[config.mk]
export PLATFORM = sky130hd
export DESIGN_NAME = serial_subtractor
export DESIGN_NICKNAME = d
export VERILOG_FILES = /design/src/rtl/serial_subtractor.sv
export SDC_FILE = /design/constraint.sdc
export NUM_CORES = 1
export LEC_CHECK = 0
export CAP_MARGIN = 20
export CORE_MARGIN = 2
export CORE_UTILIZATION = 40
export CTS_CLUSTER_DIAMETER = 50
export DETAILED_ROUTE_END_ITERATION = 7
export PLACE_DENSITY = 0.66
export SLEW_MARGIN = 10
export SYNTH_ARGS = -nofsm -noshare
export SYNTH_HDL_FRONTEND = slang
export SYNTH_SLANG_ARGS = --single-unit
[constraint.sdc]
create_clock -name clk -period 1.8 [get_ports clk]
set_clock_uncertainty 0.15 [all_clocks]
set_input_delay 0.27 -clock clk [delete_from_list [all_inputs] [get_ports clk]]
set_output_delay 0.27 -clock clk [all_outputs]
set_load 0.03 [all_outputs]
[src/rtl/serial_subtractor.sv]
// Bit-serial N-bit subtractor: D = A - B - Bin, one bit per clock, LSB first,
// using one full-subtractor cell, a borrow flop and a start/busy/done handshake.
module serial_subtractor #(
    parameter int unsigned N = 8
) (
    input  logic         clk,
    input  logic         rst,
    input  logic         start,
    input  logic [N-1:0] A,
    input  logic [N-1:0] B,
    input  logic         Bin,
    output logic [N-1:0] D,
    output logic         Bout,
    output logic         busy,
    output logic         done
);

    localparam int unsigned CW = (N > 1) ? $clog2(N) : 1;

    typedef enum logic [1:0] {
        IDLE = 2'd0,
        RUN  = 2'd1,
        DONE = 2'd2
    } state_t;

    state_t         state_q, state_d;
    logic [N-1:0]   a_q, a_d;
    logic [N-1:0]   b_q, b_d;
    logic [N-1:0]   res_q, res_d;
    logic [N-1:0]   d_q, d_d;
    logic [CW-1:0]  cnt_q, cnt_d;
    logic           br_q, br_d;
    logic           bout_q, bout_d;
    logic           busy_q, busy_d;
    logic           done_q, done_d;

    logic           d_bit;
    logic           br_next;

    // Full-subtractor cell on the current LSBs
    assign d_bit   = a_q[0] ^ b_q[0] ^ br_q;
    assign br_next = (~a_q[0] & b_q[0]) | (~(a_q[0] ^ b_q[0]) & br_q);

    always_comb begin
        state_d = state_q;
        a_d     = a_q;
        b_d     = b_q;
        res_d   = res_q;
        d_d     = d_q;
        cnt_d   = cnt_q;
        br_d    = br_q;
        bout_d  = bout_q;
        busy_d  = busy_q;
        done_d  = 1'b0;

        case (state_q)
            IDLE, DONE: begin
                // DONE accepts a new start just like IDLE for back-to-back use
                if (start) begin
                    state_d = RUN;
                    a_d     = A;
                    b_d     = B;
                    br_d    = Bin;
                    cnt_d   = '0;
                    busy_d  = 1'b1;
                end else begin
                    state_d = IDLE;
                end
            end
            RUN: begin
                a_d   = a_q >> 1;
                b_d   = b_q >> 1;
                br_d  = br_next;
                res_d = {d_bit, res_q[N-1:1]};
                cnt_d = cnt_q + CW'(1);
                if (cnt_q == CW'(N - 1)) begin
                    state_d = DONE;
                    d_d     = {d_bit, res_q[N-1:1]};
                    bout_d  = br_next;
                    busy_d  = 1'b0;
                    done_d  = 1'b1;
                end
            end
            default: begin
                state_d = IDLE;
                busy_d  = 1'b0;
            end
        endcase
    end

    always_ff @(posedge clk or posedge rst) begin
        if (rst) begin
            state_q <= IDLE;
            a_q     <= '0;
            b_q     <= '0;
            res_q   <= '0;
            d_q     <= '0;
            cnt_q   <= '0;
            br_q    <= 1'b0;
            bout_q  <= 1'b0;
            busy_q  <= 1'b0;
            done_q  <= 1'b0;
        end else begin
            state_q <= state_d;
            a_q     <= a_d;
            b_q     <= b_d;
            res_q   <= res_d;
            d_q     <= d_d;
            cnt_q   <= cnt_d;
            br_q    <= br_d;
            bout_q  <= bout_d;
            busy_q  <= busy_d;
            done_q  <= done_d;
        end
    end

    assign D    = d_q;
    assign Bout = bout_q;
    assign busy = busy_q;
    assign done = done_q;

endmodule
# [Yosys cells after proc, flatten, opt, wreduce, memory -nomap -nowiden]
# Cells that the tools add are included.
[classes] n_reduce_logical=6 n_addsub=1 n_eq_ne=5 n_mux=16 bitwise=7
[ops] operator="one-hot mux 8 bit (2 select lines)" count=2
[ops] operator="2-to-1 mux 8 bit" count=2
[ops] operator="2-to-1 mux 1 bit" count=6
[ops] operator="one-hot mux 3 bit (2 select lines)" count=1
[ops] operator="AND reduction 2 bit" count=3
[ops] operator="!= test 2 bit (second input constant)" count=2
[ops] operator="one-hot mux 1 bit (2 select lines)" count=2
[ops] operator="one-hot mux 2 bit (2 select lines)" count=1
[ops] operator="adder 3 x 1 -> 3 bit (second input constant)" count=1
[ops] operator="== test 3 bit (second input constant)" count=1
[ops] operator="2-to-1 mux 3 bit" count=1
[ops] operator="bitwise AND 1 bit" count=2
[ops] operator="== test 2 x 1 -> 1 bit (second input constant)" count=1
[ops] operator="== test 2 bit (second input constant)" count=1
[ops] operator="zero test 2 bit" count=1
[ops] operator="2-to-1 mux 2 bit" count=1
[ops] operator="inverter 1 bit" count=2
[ops] operator="nonzero test 2 bit" count=1
[ops] operator="OR reduction 2 bit" count=1
[ops] operator="bitwise XOR 1 bit" count=2
[ops] operator="OR 1 bit" count=1
[totals] inputBits=20 output_inout_bits=11 elab_cells=45 register_bits=41

# [Depth between registers and ports, before layout]
# Gate-level depths: netlist (run 1).
[logic_depth] ltp_word=5 mapped_depth=6 depth_no_buf=5

# [Least setup slack after synthesis (run 1)]
# Ideal clock, no wire load.
[synth_timing] path_kind="register to register" from="register cnt_q[0]" to="register d_q[0], in the netlist D[0]" path_buffers=1 period_less_slack_ps=1687 arrival_time_ps=1413 stages_incl_launch_ff=6 required_ps=1525 setup_slack_ps=113 setup_time_ps=125 path_cell_list="dfrtp_1 -> ha_1 -> ha_1 -> nand3b_1 -> buf_2 -> mux2_2"
[synth_via] elab_chain_cells=2
[synth_lines] element="from (decl)" line_no="31" text="logic [CW-1:0] cnt_q, cnt_d;"
[synth_lines] element="from (signal assigned)" line_no="109" text="cnt_q <= cnt_d;"
[synth_lines] element="== test 3 bit" line_no="76" text="if (cnt_q == CW'(N - 1)) begin"
[synth_lines] element="AND reduction 2 bit (no line)"
[synth_lines] element="to (signal assigned)" line_no="97" text="d_q <= '0;"
[synth_lines] element="to (signal assigned)" line_no="108" text="d_q <= d_d;"
[synth_lines] element="to (decl)" line_no="30" text="logic [N-1:0] d_q, d_d;"
# Every way passes these cells.
# A chain may end at the register's enable or synchronous reset.

# [Final worst setup path (run 1)]
[layout_timing] from="register d_q[7], in the netlist D[7]" to="output D[7]"
[layout_rtl] element="to (decl)" line_no="12" text="output logic [N-1:0] D,"
# No word-level cell between the ends.

==> impl_metrics.py, run 1 <==
metrics = {
    "status": {
        "status": "finished clean",
    },
    "power_and_ir_drop": {
        "p_per_area_nw_per_um2": 1770,
        "peakVddDrop_v": 0.000801,
        "p_sw_mw": 1.45,
        "comb_power_share_pct": 43.6,
        "power.leakage_nw": 1.04,
        "pwr-share-seq_pct": 40.6,
        "pwr-share-clk_pct": 15.8,
        "switching_share_pct": 37.4,
        "p_int_mw": 2.43,
    },
    "worst_setup_path": {
        "path_delay_family": "buffers and inverters",
        "cp_slowest_cell": "clkdlybuf4s50_1",
        "endpoint_kind": "output port",
        "path_buf_inv": 1,
        "critPathLaunchType": "flip-flop",
        "reg2reg_slack_ns": 0.11,
        "worstPathCellList": "clkdlybuf4s50_1",
        "cp_data_arrival_time_ns": 1.33,
        "slowest_delay_ns": 0.67,
        "cp.required_ns": 1.38,
        "critPathKind": "flip-flop to output port",
        "crit_fanout": 2,
    },
    "routing": {
        "antenna_left": 0,
        "wl_per_cell_um": 13.8,
        "drt-total-wl_mm": 3.32,
        "drc": 0,
        "viasPerCell": 5.10,
        "dr.pass1.iters": 5,
        "first_iter_violations": 90,
        "vias": 1225,
    },
    "final_layout": {
        "area_growth_pct": 30.2,
        "fin_nets": 212,
        "layout_commonest_cell": "dfrtp_1",
        "seqCellArea_um2": 1000,
        "multi_input_area_um2": 606,
        "layout.cells.non_filler": 240,
        "diodes": 0,
        "fill_cells": 360,
        "layout-drive-gt1-share_pct": 14.7,
        "mostFrequentLayoutCells": "dfrtp_1 (40), clkdlybuf4s50_1 (27), nand2_1 (24)",
    },
    "clock_network": {
        "cts_buffer_depth": 2,
        "cts.hold.buffers_added": 0,
        "clk_latency_ns": 0.29,
        "clock-root-buffer": "clkbuf_8",
        "clock-sinks": 40,
        "clk_pin_slew_ns": 0.07,
        "numCtsBuffers": 5,
        "cts_tree": "yes",
        "cts_max_level": 2,
    },
    "global_routing": {
        "grt_remaining_overflow": 0,
        "grt_max_degree": 41,
        "antenna_found_initial": 0,
        "grt_pass1_vias": 1220,
        "grtUsageTotal_pct": 16.5,
        "grt_first_pass_wirelength_mm": 5.69,
    },
    "sta": {
        "setup_viol": 0,
        "fin_crit_ns": 1.75,
        "slew_headroom_pct": 78.4,
        "rsz0062_at_grt": "no",
        "whs_ns": 0.187,
        "tns_ns": 0,
        "fmax_ghz": 0.572,
        "hold_violations": 0,
        "fin_crit_sh_pct": 97.1,
        "slew_viol_final": 0,
        "max_slew.worst_pin.slew_ns": 0.324,
    },
    "synth": {
        "synth_cell_types": 25,
        "seq_area_frac_synth_pct": 59.6,
        "syn_nets": 175,
        "syn_avg_cell_area_um2": 11.1,
        "synth_cells": 152,
        "ys_warn_count": 0,
        "ys_seq_elements": 40,
        "syn_area_um2": 1680,
    },
    "placed_design": {
        "placed_cells": 232,
        "port_buffers": 30,
        "hpwlAfterDp_mm": 2.39,
        "place.gp.congestion": 0.755,
    },
    "worst_hold_path": {
        "worstHoldPathType": "input pin to asynchronous set/reset pin",
    },
    "die": {
        "core-area_um2": 4030,
        "die_h_um": 68.8,
        "die_area_um2": 4740,
        "fp-row-count": 23,
        "die_w_um": 68.8,
        "ios": 31,
        "start_util_pct": 41.7,
    },
    "run": {
        "cap_violations": 0,
    },
}
power groups by stage:
stage,Sequential [mW],Clock (mW),Combinational [mW]
finish,1.58,0.611,1.69
global route,1.64,0.690,1.90
CTS,1.58,0.633,1.72
detailed placement,1.59,0,1.72
global placement,1.57,0,1.65
floorplan,1.74,0,0.974
metrics by stage:
step           power [mW]  utilization, %  area [um2]  setup slack [ns]
2_1_floorplan        2.71               -        1680             0.113
3_3_place_gp         3.22            51.8        2090             0.116
3_5_place_dp         3.31            51.8        2090            0.0775
4_1_cts              3.93            54.1        2180            0.0165
5_1_grt              4.23            54.3        2190           0.00316
6_report             3.88            54.3        2190            0.0528
worst paths after layout:
path,endpoint,cells past startpoint,startpoint
setup / recovery,D[7],1,D[7]$_DFFE_PP0P_
hold / removal,res_q[1]$_DFFE_PP0P_,3,rst
setup reg to reg,D[5]$_DFFE_PP0P_,5,cnt_q[0]$_DFFE_PP0P_
hold reg to reg,busy$_DFFE_PP0P_,2,busy$_DFFE_PP0P_
max in group asynchronous,a_q[0]$_DFFE_PP0P_,3,rst
min in group clk,busy$_DFFE_PP0P_,2,busy$_DFFE_PP0P_
per-layer routing:
layer / vias to the layer above / global-route usage [%] / wire, um
met4: 0 / 4.66 / 27
met2: 36 / 25.7 / 1580
li1: 593 / - / -
met3: 2 / 5.84 / 178
met1: 594 / 21.9 / 1540
met5: - / 0 / 0
logic make-up after synthesis:
family / share of synthesized area (%)
buf+inv: 4.39
flops: 59.6
simple gates: 14.8
fa+ha+maj: 2.68
compound gates: 10.7
mux: 7.82
cell type report:
type / instances / share of cell area (%)
sequential: 40 / 45.7
multi-input combinational: 97 / 27.7
timing repair buffer: 40 / 18.6
clock buffer: 6 / 3.77
tap: 50 / 2.86
inverter: 5 / 0.858
clock inverter: 2 / 0.457
synth_stat cells:
cell	n	share of area, %
a211oi_1	3	1.3
a21oi_1	4	1.2
a221o_1	2	1.2
a22o_1	4	2.1
and2b_1	1	0.45
and3b_1	1	0.52
buf_2	8	2.4
buf_6	1	0.67
clkbuf_1	1	0.22
dfrtp_1	40	60
fa_1	1	1.2
ha_1	2	1.5
inv_1	5	1.1
mux2_2	9	6.0
mux2i_1	3	1.8
nand2_1	24	5.4
nand2b_1	2	0.74
nand3_1	1	0.30
nand3b_1	1	0.45
nor2_1	11	2.5
nor2_2	1	0.37
nor2b_1	4	1.5
nor3_1	9	2.7
o21ai_0	4	1.2
o22ai_1	10	3.7
registers in the layout, indices dropped and copies added (netlist names):
register and count:
a_q 8, busy 1, res_q 7, br_q 1, D 8, Bout 1
done 1, state_q 2, cnt_q 3, b_q 8
timing repair:
action,4_1_cts,5_1_grt
hold endpoints to repair,0,0
resized for setup,0,3
endpoints found under the setup margin,0,3
buffers inserted,0,0
Note: power is estimated with default switching activity, not from simulation.
==> run 2: changes to the inputs <==
--- a/config.mk
+++ b/config.mk
@@ -10,6 +10,7 @@
 export CORE_UTILIZATION = 40
 export CTS_CLUSTER_DIAMETER = 50
 export DETAILED_ROUTE_END_ITERATION = 7
+export HOLD_SLACK_MARGIN = 0.05
 export PLACE_DENSITY = 0.66
 export SLEW_MARGIN = 10
 export SYNTH_ARGS = -nofsm -noshare
==> results of run 2 <==
No change in the layout: final DEF, timing and power equal those of run 1.
